==> config.mk <==
export PLATFORM = sky130hd
export DESIGN_NAME = step_pulse_gen
export DESIGN_NICKNAME = d
export VERILOG_FILES = /design/src/rtl/step_pkg.sv /design/src/rtl/step_timer.sv /design/src/rtl/step_pulse_gen.sv
export SDC_FILE = /design/constraint.sdc
export NUM_CORES = 1
export LEC_CHECK = 0
export ABC_AREA = 1
export CAP_MARGIN = 20
export CORE_ASPECT_RATIO = 1.4
export CORE_MARGIN = 2
export CORE_UTILIZATION = 40
export CTS_CLUSTER_SIZE = 8
export DETAILED_ROUTE_END_ITERATION = 6
export SLEW_MARGIN = 15
export SYNTH_ARGS = -nofsm -noshare
export SYNTH_HDL_FRONTEND = slang
export SYNTH_SLANG_ARGS = --single-unit
==> constraint.sdc <==
create_clock -name clk -period 5.1 [get_ports clk]
set_clock_uncertainty 0.2 [all_clocks]
set_input_delay 1.53 -clock clk [delete_from_list [all_inputs] [get_ports clk]]
set_output_delay 1.53 -clock clk [all_outputs]
set_load 0.01 [all_outputs]
==> src/rtl/step_pkg.sv <==
// Shared types and constants for the stepper pulse generator and its timer.
package step_pkg;

    typedef enum logic [1:0] {
        IDLE,
        SETUP,
        HIGH,
        LOW
    } state_t;

    localparam int WIDTH_WORK_DEFAULT = 16;

    typedef logic [WIDTH_WORK_DEFAULT:0] period_t;

    // Shortest legal step period: the pulse plus an equally long low time.
    function automatic int min_period(input int pulse_width);
        return 2 * pulse_width;
    endfunction

endpackage

==> src/rtl/step_timer.sv <==
// Loadable down-counter: a load of N makes done rise on the N-th cycle after the load edge.
module step_timer #(
    parameter int WIDTH = 17
) (
    input  logic             clk,
    input  logic             rst,
    input  logic             load,
    input  logic [WIDTH-1:0] load_value,
    output logic             done
);

    logic [WIDTH-1:0] count_q;
    logic [WIDTH-1:0] count_d;

    always_comb begin
        count_d = count_q;
        if (load) begin
            count_d = load_value - WIDTH'(1);
        end else if (count_q != '0) begin
            count_d = count_q - WIDTH'(1);
        end
    end

    always_ff @(posedge clk) begin
        if (rst) begin
            count_q <= '0;
        end else begin
            count_q <= count_d;
        end
    end

    assign done = (count_q == '0);

endmodule

==> src/rtl/step_pulse_gen.sv <==
// Stepper driver pulse generator: turns period/direction/enable requests into
// step pulses with fixed width, direction setup time and a signed position count.
module step_pulse_gen
    import step_pkg::*;
#(
    parameter int WIDTH_WORK  = 16,
    parameter int PULSE_WIDTH = 50,
    parameter int DIR_SETUP   = 25,
    parameter int POS_WIDTH   = 32
) (
    input  logic                  clk,
    input  logic                  rst,
    input  logic [WIDTH_WORK:0]   period_in,
    input  logic                  period_valid,
    input  logic                  enable_in,
    input  logic                  dir_in,
    output logic                  drv_step,
    output logic                  drv_dir,
    output logic                  drv_enable,
    output logic                  busy,
    output logic [POS_WIDTH-1:0]  position
);

    localparam int PERIOD_W = WIDTH_WORK + 1;
    localparam logic [PERIOD_W-1:0] MIN_PERIOD = PERIOD_W'(min_period(PULSE_WIDTH));
    localparam logic [PERIOD_W-1:0] PULSE_LEN  = PERIOD_W'(PULSE_WIDTH);
    localparam logic [PERIOD_W-1:0] SETUP_LEN  = PERIOD_W'(DIR_SETUP);

    state_t                state_q, state_d;
    logic [PERIOD_W-1:0]   period_pend_q, period_pend_d;
    logic [PERIOD_W-1:0]   period_act_q, period_act_d;
    logic                  drv_step_q, drv_step_d;
    logic                  drv_dir_q, drv_dir_d;
    logic                  drv_enable_q, drv_enable_d;
    logic                  busy_q, busy_d;
    logic [POS_WIDTH-1:0]  position_q, position_d;

    logic                  tmr_load;
    logic [PERIOD_W-1:0]   tmr_value;
    logic                  tmr_done;
    logic [PERIOD_W-1:0]   period_raw;
    logic [PERIOD_W-1:0]   period_eff;
    logic [POS_WIDTH-1:0]  pos_delta;

    step_timer #(
        .WIDTH(PERIOD_W)
    ) u_timer (
        .clk        (clk),
        .rst        (rst),
        .load       (tmr_load),
        .load_value (tmr_value),
        .done       (tmr_done)
    );

    // A strobe arriving on the decision cycle itself is used straight away.
    assign period_raw = period_valid ? period_in : period_pend_q;
    assign period_eff = (period_raw != '0 && period_raw < MIN_PERIOD) ? MIN_PERIOD : period_raw;
    assign pos_delta  = drv_dir_q ? POS_WIDTH'(1) : '1;

    always_comb begin
        state_d       = state_q;
        period_pend_d = period_valid ? period_in : period_pend_q;
        period_act_d  = period_act_q;
        drv_step_d    = drv_step_q;
        drv_dir_d     = drv_dir_q;
        drv_enable_d  = drv_enable_q;
        position_d    = position_q;
        tmr_load      = 1'b0;
        tmr_value     = '0;

        unique case (state_q)
            IDLE: begin
                drv_step_d   = 1'b0;
                drv_enable_d = 1'b0;
                if (enable_in && period_eff != '0) begin
                    state_d      = SETUP;
                    drv_enable_d = 1'b1;
                    drv_dir_d    = dir_in;
                    period_act_d = period_eff;
                    tmr_load     = 1'b1;
                    tmr_value    = SETUP_LEN;
                end
            end
            SETUP: begin
                if (!enable_in) begin
                    state_d      = IDLE;
                    drv_enable_d = 1'b0;
                end else if (tmr_done) begin
                    state_d    = HIGH;
                    drv_step_d = 1'b1;
                    position_d = position_q + pos_delta;
                    tmr_load   = 1'b1;
                    tmr_value  = PULSE_LEN;
                end
            end
            HIGH: begin
                // The pulse always runs its full width; enable is only looked at afterwards.
                if (tmr_done) begin
                    drv_step_d = 1'b0;
                    if (!enable_in) begin
                        state_d      = IDLE;
                        drv_enable_d = 1'b0;
                    end else begin
                        state_d   = LOW;
                        tmr_load  = 1'b1;
                        tmr_value = period_act_q - PULSE_LEN;
                    end
                end
            end
            LOW: begin
                if (!enable_in || (tmr_done && period_eff == '0)) begin
                    state_d      = IDLE;
                    drv_enable_d = 1'b0;
                end else if (tmr_done) begin
                    period_act_d = period_eff;
                    if (dir_in != drv_dir_q) begin
                        state_d   = SETUP;
                        drv_dir_d = dir_in;
                        tmr_load  = 1'b1;
                        tmr_value = SETUP_LEN;
                    end else begin
                        state_d    = HIGH;
                        drv_step_d = 1'b1;
                        position_d = position_q + pos_delta;
                        tmr_load   = 1'b1;
                        tmr_value  = PULSE_LEN;
                    end
                end
            end
            default: begin
                state_d = IDLE;
            end
        endcase

        busy_d = (state_d != IDLE);
    end

    always_ff @(posedge clk) begin
        if (rst) begin
            state_q       <= IDLE;
            period_pend_q <= '0;
            period_act_q  <= '0;
            drv_step_q    <= 1'b0;
            drv_dir_q     <= 1'b0;
            drv_enable_q  <= 1'b0;
            busy_q        <= 1'b0;
            position_q    <= '0;
        end else begin
            state_q       <= state_d;
            period_pend_q <= period_pend_d;
            period_act_q  <= period_act_d;
            drv_step_q    <= drv_step_d;
            drv_dir_q     <= drv_dir_d;
            drv_enable_q  <= drv_enable_d;
            busy_q        <= busy_d;
            position_q    <= position_d;
        end
    end

    assign drv_step   = drv_step_q;
    assign drv_dir    = drv_dir_q;
    assign drv_enable = drv_enable_q;
    assign busy       = busy_q;
    assign position   = position_q;

endmodule

==> metrics.md, run 1 <==
| Metric | Value |
|---|---|
| Clock network power share | `0.129` |
| Period utilization | `0.891` |
| Width of the chip | `109 um` |
| Mean post-synth cell area | `6.87 sq um` |
| Initial antenna violation count | `0` |
| Max Fclk | `220 MHz` |
| Power Dens Cells | `741 nW/um^2` |
| Total Die Area | `16,400 sq um` |
| CTS max path bufs | `2` |
| Peak supply drop | `364 uV` |
| Average vias per placed instance | `5.13` |
| HP Class | `reg2reg` |
| GPL Wtd Cong | `0.940` |
| Syn_nets | `954` |
| Num CTS Buffers | `9` |
| Sw Pwr | `2620 uW` |
| Worst Path Arrival | `4.63 ns` |
| # DRC | `0` |
| Sw frac | `0.488` |
| Initial Utilization | `0.408` |
| Via count | `5,903` |
| Worst skew pair latency | `0.35 ns` |
| Finish-stage setup viols | `0` |
| Synth cell types | `53` |
| Hold Vio Cnt, Final | `0` |
| First-pass GRT wire length | `approximately 27,000 um` |
| Met3 routed WL | `between 400 and 500 um` |
| Critical Path RT | `5.18 ns` |
| Power Total | `about 5400 uW` |
| Net count, final | `1,014` |
| Max Slew Vio Count | `0` |
| Crit. End Element | `flop` |
| Yosys warns | `0` |
| Grt total ovfl | `0` |
| Outcome | `completed` |
| Drt wl/cell | `14.4 um` |
| CTS Sinks | `89` |
| CP startpoint | `period_valid` |
| RR Startpoint | `drv_dir` |
| Sequential share of power | `0.211` |
| ANT cells | `0` |
| Final min period | `4.54 ns` |
| P_int | `2740 uW` |
| Met1 Wirelength | `between 6000 and 7000 um` |
| Largest net degree at the start of global routing | `32` |
| Final Util | `0.481` |
| Top sig layer | `met4` |
| Unrepaired setup endpoints after global routing | `false` |
| Pre-antenna DRT Iters | `5` |
| Die height | `151 um` |
| Layout cells sized above 1 | `0.0855` |
| Remaining antenna violation count | `0` |
| DPL Wire Length | `12,700 um` |
| Max Fanout on Critical Path | `16` |
| Lkg Pwr | `roughly 0.0033 uW` |
| Worst slew pin tran | `around 0.82 ns` |
| Clock root cell | `clkbuf_16` |
| Crit Path Category | `in2reg` |
| Comb pwr share | `0.660` |
| Clk slew on worst S/H paths | `0.07 ns` |
| Total GRT Usage | `0.212` |
| I/O pins | `58` |
| H-tree levels | `3` |
| Row cnt | `53` |
| Final TNS setup | `0 ns` |
| CORE AREA | `15,100 sq um` |
| Worst Min Path Start | `period_pend_q[14]` |
| Max_slew headroom | `0.453` |
| Final WL | `16,500 um` |
| Synth Instances | `894` |
| CTS tree | `yes` |
| Worst setup SP type | `input pin` |
| Vias in the first global route | `5,744` |
| Hold Buf Count CTS | `0` |
| Cell Area, Synth | `6140 sq um` |
| Sequential share of the synthesized area | `0.290` |
| Area Growth Syn to Fin | `17.7%` |
| IO Port Bufs | `57` |
| Synth Register Bits | `89` |
| Initial DRC count | `218` |
| WL met2 | `8720 um` |
| Cts repair resizes | `0` |
| Max Cap Viol | `0` |
| Post-CTS setup buffer count | `0` |
| FILL cells | `around 1,500` |
## power by group through the flow
stage	sequential, uW	combinational [uW]	clock, uW
floorplan	1150	2550	0
global placement	1150	3530	0
detailed placement	1140	3520	0
CTS	1130	3550	706
global route	1160	4000	730
finish	1130	3540	689
## registers in the layout (all words and copies together) (netlist names)
signal / count
period_pend_q: 17
u_timer.count_q: 17
busy: 1
period_act_q: 17
drv_step: 1
position: 32
drv_dir: 1
drv_enable: 1
state_q: 2
## worst max-delay path: stages
cell	delay, ns
clkdlybuf4s50_1	0.55
buf_4	0.26
mux2i_1	0.28
nand2_1	0.12
nor2_2	0.16
nand2_4	0.12
nand3_4	0.09
nand3_4	0.17
or2_1	0.28
nand2_1	0.10
ha_1	0.17
inv_1	0.05
nor2_2	0.18
nand3_4	0.13
nor2_2	0.14
nand2_1	0.07
nand2_1	0.05
nand3_1	0.06
nor2_1	0.10
## cell usage in the layout (no fill, tap or decap), types with 5 or more instances in the layout
| cell type | Yosys | final |
|---|---|---|
| a21oi_1 | 101 | 101 |
| a31oi_1 | 5 | 5 |
| buf_4 | 1 | 15 |
| clkbuf_16 | 0 | 9 |
| clkdlybuf4s50_1 | 0 | 57 |
| dfxtp_1 | 89 | 89 |
| ha_1 | 37 | 37 |
| inv_1 | 85 | 85 |
| nand2_1 | 186 | 186 |
| nand2_2 | 17 | 17 |
| nand2_4 | 6 | 6 |
| nand3_1 | 44 | 44 |
| nand4_1 | 19 | 19 |
| nor2_1 | 95 | 95 |
| nor2_2 | 9 | 9 |
| nor3_1 | 12 | 12 |
| o21ai_0 | 70 | 70 |
| xnor2_1 | 16 | 16 |
| xor2_1 | 21 | 21 |
## area by class of cell
cell class | instances | area, sq um | share of cell area
Multi-Input combinational cell | 694 | 3890 | 0.538
Sequential cell | 89 | 1780 | 0.246
Timing Repair Buffer | 72 | 683 | 0.0944
Inverter | 88 | 333 | 0.0460
Tap cell | 192 | 240 | 0.0332
Clock buffer | 10 | 229 | 0.0317
Clock inverter | 6 | 75.1 | 0.0104
## worst paths after layout
check / slack [ns] / to / cells past startpoint
setup / recovery: 0.56 / u_timer.count_q[14] / 19
hold / removal: 0.27 / period_pend_q[14] / 2
setup reg to reg: 1.58 / position[28] / 13
hold reg to reg: 0.27 / period_pend_q[14] / 2
## per-layer routing
layer,vias up,GRT usage
li1,3108,-
met1,2675,0.229
met2,93,0.408
met3,27,0.0294
met4,0,0.0782
met5,-,0
## cell families (layout without fill, tap and decap cells)
group,Yosys count,count (layout),synth area share
xor+xnor,37,37,0.0527
compound gates,202,202,0.177
buf+inv,111,176,0.0782
mux,3,3,0.00611
fa+ha+maj,38,38,0.0786
simple gates,414,414,0.317
flops,89,89,0.290
## cells in the mapped netlist, drive strengths merged
cell type | count | share of area
a22oi | 1 | 0.0012
o2111ai | 1 | 0.0014
clkinv | 2 | 0.0012
nor2 | 108 | 0.076
nand4 | 19 | 0.019
a21o | 4 | 0.0049
and3 | 1 | 0.0010
clkbuf | 14 | 0.0086
and2 | 1 | 0.0010
a221oi | 2 | 0.0029
ha | 37 | 0.075
nand2 | 210 | 0.15
o21a | 2 | 0.0024
xnor2 | 16 | 0.023
dfxtp | 89 | 0.29
o21bai | 4 | 0.0049
buf | 9 | 0.015
a31oi | 5 | 0.0051
nor3 | 13 | 0.011
a311oi | 1 | 0.0014
o31ai | 2 | 0.0024
nor4 | 5 | 0.0061
o211ai | 2 | 0.0024
nand3 | 49 | 0.049
xor2 | 21 | 0.030
a211oi | 3 | 0.0037
inv | 86 | 0.053
nand3b | 2 | 0.0024
o21ai | 72 | 0.059
fa | 1 | 0.0033
or2 | 6 | 0.0061
a41oi | 1 | 0.0014
mux2i | 3 | 0.0061
a21oi | 101 | 0.082
o221a | 1 | 0.0018
## stage by stage
| step | hold WS, ns | setup slack, ns | cell area (sq um) | instances |
|---|---|---|---|---|
| after floorplan | 0.244 | 1.12 | 6140 | 894 |
| after global placement | 0.268 | 0.246 | 6930 | 1135 |
| after detailed placement | 0.259 | 0.219 | 6930 | 1135 |
| after CTS | 0.271 | 0.549 | 7230 | 1151 |
| after global routing | 0.297 | 0.177 | 7230 | 1151 |
| final | 0.270 | 0.557 | 7230 | 1151 |
Note: power is estimated with default switching activity, not from simulation.
==> run 2, diff against run 1 <==
--- a/config.mk
+++ b/config.mk
@@ -8,7 +8,7 @@
 export ABC_AREA = 1
 export CAP_MARGIN = 20
 export CORE_ASPECT_RATIO = 1.4
-export CORE_MARGIN = 2
+export CORE_MARGIN = 1.5
 export CORE_UTILIZATION = 40
 export CTS_CLUSTER_SIZE = 8
 export DETAILED_ROUTE_END_ITERATION = 6
==> run 2 against run 1 <==
  * Critical path depth is the same
  * Setup slack lost 0.10 ns
  * Global-route usage grew 0.32 points
  * Sequential cell count is the same
  * Utilization grew 0.11 points
  * Via count grew 1.4%
==> metrics.md, run 2 (same netlist as run 1, synthesis figures left out) <==
| Metric | Value |
|---|---|
| Average vias per placed instance | `5.19 (+1.3%)` |
| Most common cell after layout, fill and taps aside | `nand2_1` |
| Finish-stage setup viols | `0 (unchanged)` |
| Width of the chip | `108 um (-0.92%)` |
| Num CTS Buffers | `9 (unchanged)` |
| Net count, final | `1,015 (+0.099%)` |
| Layout cells sized above 1 | `0.0865 (+0.000953)` |
| IO Port Bufs | `57 (unchanged)` |
| Unrepaired setup endpoints after global routing | `false` |
| Worst Path Arrival | `4.74 ns (+0.11 ns)` |
| Final TNS setup | `0 ns (unchanged)` |
| Top delay family on crit path | `simple AND/OR/NAND/NOR gates` |
| Max Fclk | `215 MHz (-2.1%)` |
| First-pass GRT wire length | `27,200 um (+0.18%)` |
| Cts repair resizes | `0 (unchanged)` |
| Hold Vio Cnt, Final | `0 (unchanged)` |
| Post-Layout Inst Area | `7220 sq um (-0.21%)` |
| ANT cells | `0 (unchanged)` |
| Total GRT Usage | `0.215 (+0.00316)` |
| Clk slew on worst S/H paths | `0.07 ns (about the same)` |
| DP Area | `6940 sq um (+0.11%)` |
| Peak supply drop | `394 uV (+8.2%)` |
| Pre-antenna DRT Iters | `5 (unchanged)` |
| HP Class | `reg2reg` |
| Row cnt | `53 (unchanged)` |
| Crit. End Element | `flop` |
| Hold Buf Count CTS | `0 (unchanged)` |
| Initial Utilization | `0.410 (+0.00181)` |
| R2R Setup Slk | `1.61 ns (+0.03 ns)` |
| Crit Path Category | `in2reg` |
| Period utilization | `0.910 (+0.0196)` |
| Most frequent cells in the layout | `nand2_1 (186), a21oi_1 (101), nor2_1 (95), dfxtp_1 (89), inv_1 (85)` |
| Final WL | `16,500 um (-0.18%)` |
| # DRC | `0 (unchanged)` |
| Largest net degree at the start of global routing | `33 (+3.1%)` |
| GPL Wtd Cong | `0.880 (-6.4%)` |
| Final min period | `4.64 ns (+0.0998 ns)` |
| Crit-path max cell delay | `0.56 ns (about the same)` |
| Initial antenna violation count | `0 (unchanged)` |
| Clock root cell | `clkbuf_16` |
| Worst slew pin tran | `0.512 ns (-0.303 ns)` |
| Drt wl/cell | `14.3 um (-0.27%)` |
| DPL Wire Length | `12,800 um (+0.70%)` |
| CTS tree | `yes` |
| CTS Sinks | `89 (unchanged)` |
| CP Buf/Inv Count | `3 (unchanged)` |
| H-tree levels | `3 (unchanged)` |
| Grt total ovfl | `0 (unchanged)` |
| Remaining antenna violation count | `0 (unchanged)` |
| I/O pins | `58 (unchanged)` |
| Worst setup SP type | `input pin` |
| Initial DRC count | `228 (+4.6%)` |
| CTS max path bufs | `2 (unchanged)` |
| Post-CTS setup buffer count | `0 (unchanged)` |
| Max Cap Viol | `0 (unchanged)` |
| CORE AREA | `15,000 sq um (-0.44%)` |
| Worst skew pair latency | `0.36 ns (about the same)` |
| Cells along the critical path | `clkdlybuf4s50_1 -> buf_4 -> mux2i_2 -> nand2_1 -> nor2_2 -> nand2_4 -> nand3_4 -> nand3_4 -> or2_1 -> nand2_1 -> ha_1 -> inv_1 -> nor2_2 -> nand3_4 -> nor2_4 -> nand2_1 -> nand2_1 -> nand3_1 -> nor2_1` |
| Most used cell, CP | `nand2_1` |
| FILL cells | `1,582 (+2.5%)` |
| Area Growth Syn to Fin | `17.5%` |
| Lkg Pwr | `0.00331 uW (-0.12%)` |
| Power Dens Cells | `737 nW/um^2 (-0.56%)` |
| Outcome | `completed` |
| Vias in the first global route | `5,920 (+3.1%)` |
| Max Slew Vio Count | `0 (unchanged)` |
| Max Fanout on Critical Path | `16 (unchanged)` |
| Die height | `150 um (-0.66%)` |
| CP max stage cell | `clkdlybuf4s50_1` |
| Via count | `5,983 (+1.4%)` |
| Total Die Area | `16,100 sq um (-1.6%)` |
| Critical Path RT | `5.20 ns (+0.02 ns)` |
| Max_slew headroom | `0.656 (+0.203)` |
| Max reg flops | `32 (unchanged)` |
run 2: changes by cell type in the layout (fill, tap and decap cells not counted):
cell / change
buf_4: +1
clkinv_2: +1
inv_8: -1
clkbuf_8: +1
bufinv_16: -1
run 2: metal layers:
| metal | wire, um | global-route usage |
|---|---|---|
| met1 | 6630 | 0.225 |
| met4 | 357 | 0.0895 |
| met5 | 0 | 0 |
| met2 | 8990 | 0.422 |
| met3 | 514 | 0.0261 |
run 2: path summary, 6_finish.rpt:
path / startpoint / end / cells after the start
setup / recovery: period_valid / u_timer.count_q[12] / 19
hold / removal: drv_step / drv_step / 2
setup reg to reg: drv_dir / position[24] / 13
hold reg to reg: drv_step / drv_step / 2
run 2: report_power, final:
group          internal, uW  switching, uW  leakage [uW]
clock network           346            299      0.000136
registers               935            189      0.000733
logic                  1420           2130       0.00244
run 2: worst reg2reg max path, stage by stage, from the launching register on:
cell,delay (ns)
dfxtp_1,0.43
inv_1,0.22
buf_4,0.30
ha_1,0.39
inv_1,0.06
nor3_1,0.34
nand3_1,0.13
nand3_1,0.15
a21oi_1,0.13
o21ai_0,0.34
nand2_1,0.18
o21ai_0,0.25
xnor2_1,0.15
a21oi_1,0.08
run 2: layout make-up:
class                      count  area, sq um  area share
multi-input combinational    694         3890       0.539
clock buffer                  11          243      0.0336
clock inverter                 5         38.8     0.00537
timing repair buffer          73          691      0.0957
tap                          192          240      0.0333
sequential                    89         1780       0.247
inverter                      88          333      0.0461
run 2: stage by stage:
stage / utilization / hold WS (ns) / cells / worst slack, ns / power (uW)
final: 0.482 / 0.263 / 1152 / 0.458 / 5320
after global routing: 0.482 / 0.296 / 1152 / 0.0665 / 5860
after CTS: 0.482 / 0.267 / 1152 / 0.456 / 5360
after detailed placement: 0.463 / 0.257 / 1136 / 0.106 / 4680
after global placement: 0.463 / 0.254 / 1136 / 0.170 / 4680
after floorplan: - / 0.244 / 894 / 1.12 / 3700
==> run 3, diff against run 2 <==
--- a/config.mk
+++ b/config.mk
@@ -9,9 +9,10 @@
 export CAP_MARGIN = 20
 export CORE_ASPECT_RATIO = 1.4
 export CORE_MARGIN = 1.5
-export CORE_UTILIZATION = 40
+export CORE_UTILIZATION = 55
 export CTS_CLUSTER_SIZE = 8
 export DETAILED_ROUTE_END_ITERATION = 6
+export PLACE_DENSITY = 0.77
 export SLEW_MARGIN = 15
 export SYNTH_ARGS = -nofsm -noshare
 export SYNTH_HDL_FRONTEND = slang
==> run 3 against run 2 <==
  * Total power up 0.70%
  * Sequential share of layout area grew 0.25 points
  * Cell area is 0.99% lower
  * Sequential cell count did not move
  * First-iteration DRC count up 11%
  * Combinational power is essentially flat
  * Via count rose by 1.3%
  * Clock-buffer cell count did not move
  * Critical path type unchanged
  * Critical path depth rose by 3
==> metrics.md, run 3 (same netlist as run 1, synthesis figures left out) <==
| Metric | Value |
|---|---|
| ANT cells | `0 (unchanged)` |
| Clk slew on worst S/H paths | `0.07 ns (about the same)` |
| CTS tree | `yes` |
| Net count, final | `1,012 (-0.30%)` |
| Grt total ovfl | `0 (unchanged)` |
| Crit Path Category | `in2reg` |
| Die height | `128 um (-14%)` |
| Final TNS setup | `0 ns (unchanged)` |
| Power Dens Cells | `749 nW/um^2 (+1.7%)` |
| Hold slack | `0.271 ns (+0.00747 ns)` |
| CTS max path bufs | `2 (unchanged)` |
| Max Cap Viol | `0 (unchanged)` |
| Initial Utilization | `0.565 (+0.155)` |
| HP Class | `reg2reg` |
| Max_slew headroom | `0.429 (-0.227)` |
| Worst Path Arrival | `4.58 ns (-0.16 ns)` |
| I/O pins | `58 (unchanged)` |
| Drt wl/cell | `14.6 um (+2.1%)` |
| Max Fanout on Critical Path | `17 (+1)` |
| Crit. End Element | `flop` |
| P_int | `2730 uW (+1.4%)` |
| Finish-stage setup viols | `0 (unchanged)` |
| CORE AREA | `10,900 sq um (-27%)` |
| Critical Path RT | `5.18 ns (-0.02 ns)` |
| Sw frac | `0.489 (-0.00349)` |
| Clock network power share | `0.127 (+0.006)` |
| Sequential share of power | `0.209 (-0.002)` |
| Cells along the critical path | `clkdlybuf4s50_1 -> buf_4 -> nand2_1 -> nand2_1 -> nand2_1 -> nor2_1 -> nand2_1 -> nor2_2 -> nand2_4 -> nand3_4 -> nand3_4 -> or2_1 -> nand2_1 -> ha_1 -> inv_1 -> nor2_2 -> nand3_4 -> nor2_4 -> nand2_1 -> nand2_1 -> nand3_1 -> nor2_1` |
| Lkg Pwr | `0.00330 uW (-0.30%)` |
| Post-CTS setup buffer count | `0 (unchanged)` |
| CTS Sinks | `89 (unchanged)` |
| Top delay family on crit path | `simple AND/OR/NAND/NOR gates` |
| GPL Wtd Cong | `0.926 (+5.3%)` |
| Max Fclk | `223 MHz (+3.3%)` |
| Vias in the first global route | `5,964 (+0.74%)` |
| H-tree levels | `3 (unchanged)` |
| Pre-antenna DRT Iters | `5 (unchanged)` |
| DP Worst Slack | `0.282 ns (+0.176 ns)` |
| Largest net degree at the start of global routing | `38 (+15%)` |
| CP Buf/Inv Count | `3 (unchanged)` |
| Max Slew Vio Count | `0 (unchanged)` |
| Worst skew pair latency | `0.35 ns (about the same)` |
| Crit-path max cell delay | `0.54 ns (-0.02 ns)` |
| Most common cell after layout, fill and taps aside | `nand2_1` |
| Total Die Area | `11,800 sq um (-27%)` |
| # DRC | `0 (unchanged)` |
| Hold Vio Cnt, Final | `0 (unchanged)` |
| Initial antenna violation count | `0 (unchanged)` |
| Fin cells | `1,098 (-4.7%)` |
| Width of the chip | `92.3 um (-14%)` |
| IO Port Bufs | `57 (unchanged)` |
| Final WL | `16,000 um (-2.7%)` |
| DPL Wire Length | `12,200 um (-5.0%)` |
| Final worst slack | `0.606 ns (+0.148 ns)` |
| Clock root cell | `clkbuf_16` |
| Final Util | `0.658 (+0.176)` |
| Sw Pwr | `2620 uW (about the same)` |
| Comb pwr share | `0.663 (-0.004)` |
| Max reg flops | `32 (unchanged)` |
| Cts repair resizes | `0 (unchanged)` |
| Total GRT Usage | `0.282 (+0.0674)` |
| DP Cell Count | `1,082 (-4.8%)` |
| WL met2 | `8360 um (-7.1%)` |
| CP max stage cell | `clkdlybuf4s50_1` |
| Unrepaired setup endpoints after global routing | `false` |
| Layout cells sized above 1 | `0.0825 (-0.00391)` |
| Row cnt | `45 (-15%)` |
| Area Growth Syn to Fin | `16.3%` |
| Peak supply drop | `428 uV (+8.6%)` |
| Worst setup SP type | `input pin` |
| Hold Buf Count CTS | `0 (unchanged)` |
| Top sig layer | `met4` |
| Period utilization | `0.881 (-0.0290)` |
| Worst slew pin tran | `0.851 ns (+0.339 ns)` |
| Outcome | `completed` |
| Remaining antenna violation count | `0 (unchanged)` |
| Met3 routed WL | `539 um (+4.9%)` |
| Final min period | `4.49 ns (-0.148 ns)` |
| First-pass GRT wire length | `26,800 um (-1.3%)` |
| Most used cell, CP | `nand2_1` |
| Initial DRC count | `253 (+11%)` |
| Num CTS Buffers | `9 (unchanged)` |
| Via count | `6,060 (+1.3%)` |
| Most frequent cells in the layout | `nand2_1 (186), a21oi_1 (101), nor2_1 (95), dfxtp_1 (89), inv_1 (85)` |
| Met1 Wirelength | `6650 um (+0.33%)` |
| Average vias per placed instance | `5.52 (+6.3%)` |
run 3: routing by layer:
layer,vias to the layer above,GRT usage
li1,3108,-
met3,39,0.0474
met5,-,0
met1,2778,0.307
met4,0,0.115
met2,135,0.532
run 3: power by group through the flow:
| stage | logic [uW] | registers, uW | clock network [uW] |
|---|---|---|---|
| 3_3_place_gp | 3500 | 1130 | 0 |
| 3_5_place_dp | 3500 | 1130 | 0 |
| 4_1_cts | 3540 | 1120 | 685 |
| 5_1_grt | 3980 | 1150 | 718 |
| 2_1_floorplan | 2550 | 1150 | 0 |
| 6_report | 3550 | 1120 | 683 |
run 3: final timing paths:
check / endpoint / depth (start not counted) / startpoint / slack (ns)
setup reg to reg: position[27] / 13 / drv_dir / 1.83
setup / recovery: u_timer.count_q[10] / 22 / period_valid / 0.61
hold / removal: period_pend_q[9] / 2 / period_pend_q[9] / 0.27
hold reg to reg: period_pend_q[9] / 2 / period_pend_q[9] / 0.27
run 3: layout make-up:
class | count | area (sq um)
Timing Repair Buffer | 70 | 668
Tap cell | 141 | 176
Multi-Input combinational cell | 694 | 3890
Inverter | 88 | 333
Sequential cell | 89 | 1780
Clock inverter | 5 | 63.8
Fill cell | 1007 | 3720
Clock buffer | 11 | 233
run 3: worst reg2reg max path, cell delays in order, from the launching register on:
cell and delay (ns):
dfxtp_1 0.45, inv_1 0.09, buf_4 0.24, ha_1 0.40, a21o_1 0.19, a31oi_1 0.32
o21bai_1 0.22, a21oi_1 0.33, nor2_1 0.11, nand2_1 0.08, nand2_1 0.09, a21oi_1 0.20
xor2_1 0.16, a21oi_1 0.07
run 3: metrics by stage:
step / total power, uW / area [sq um]
after CTS: 5340 / 7150
after detailed placement: 4630 / 6850
final: 5350 / 7150
after global placement: 4630 / 6850
after global routing: 5850 / 7150
after floorplan: 3700 / 6140
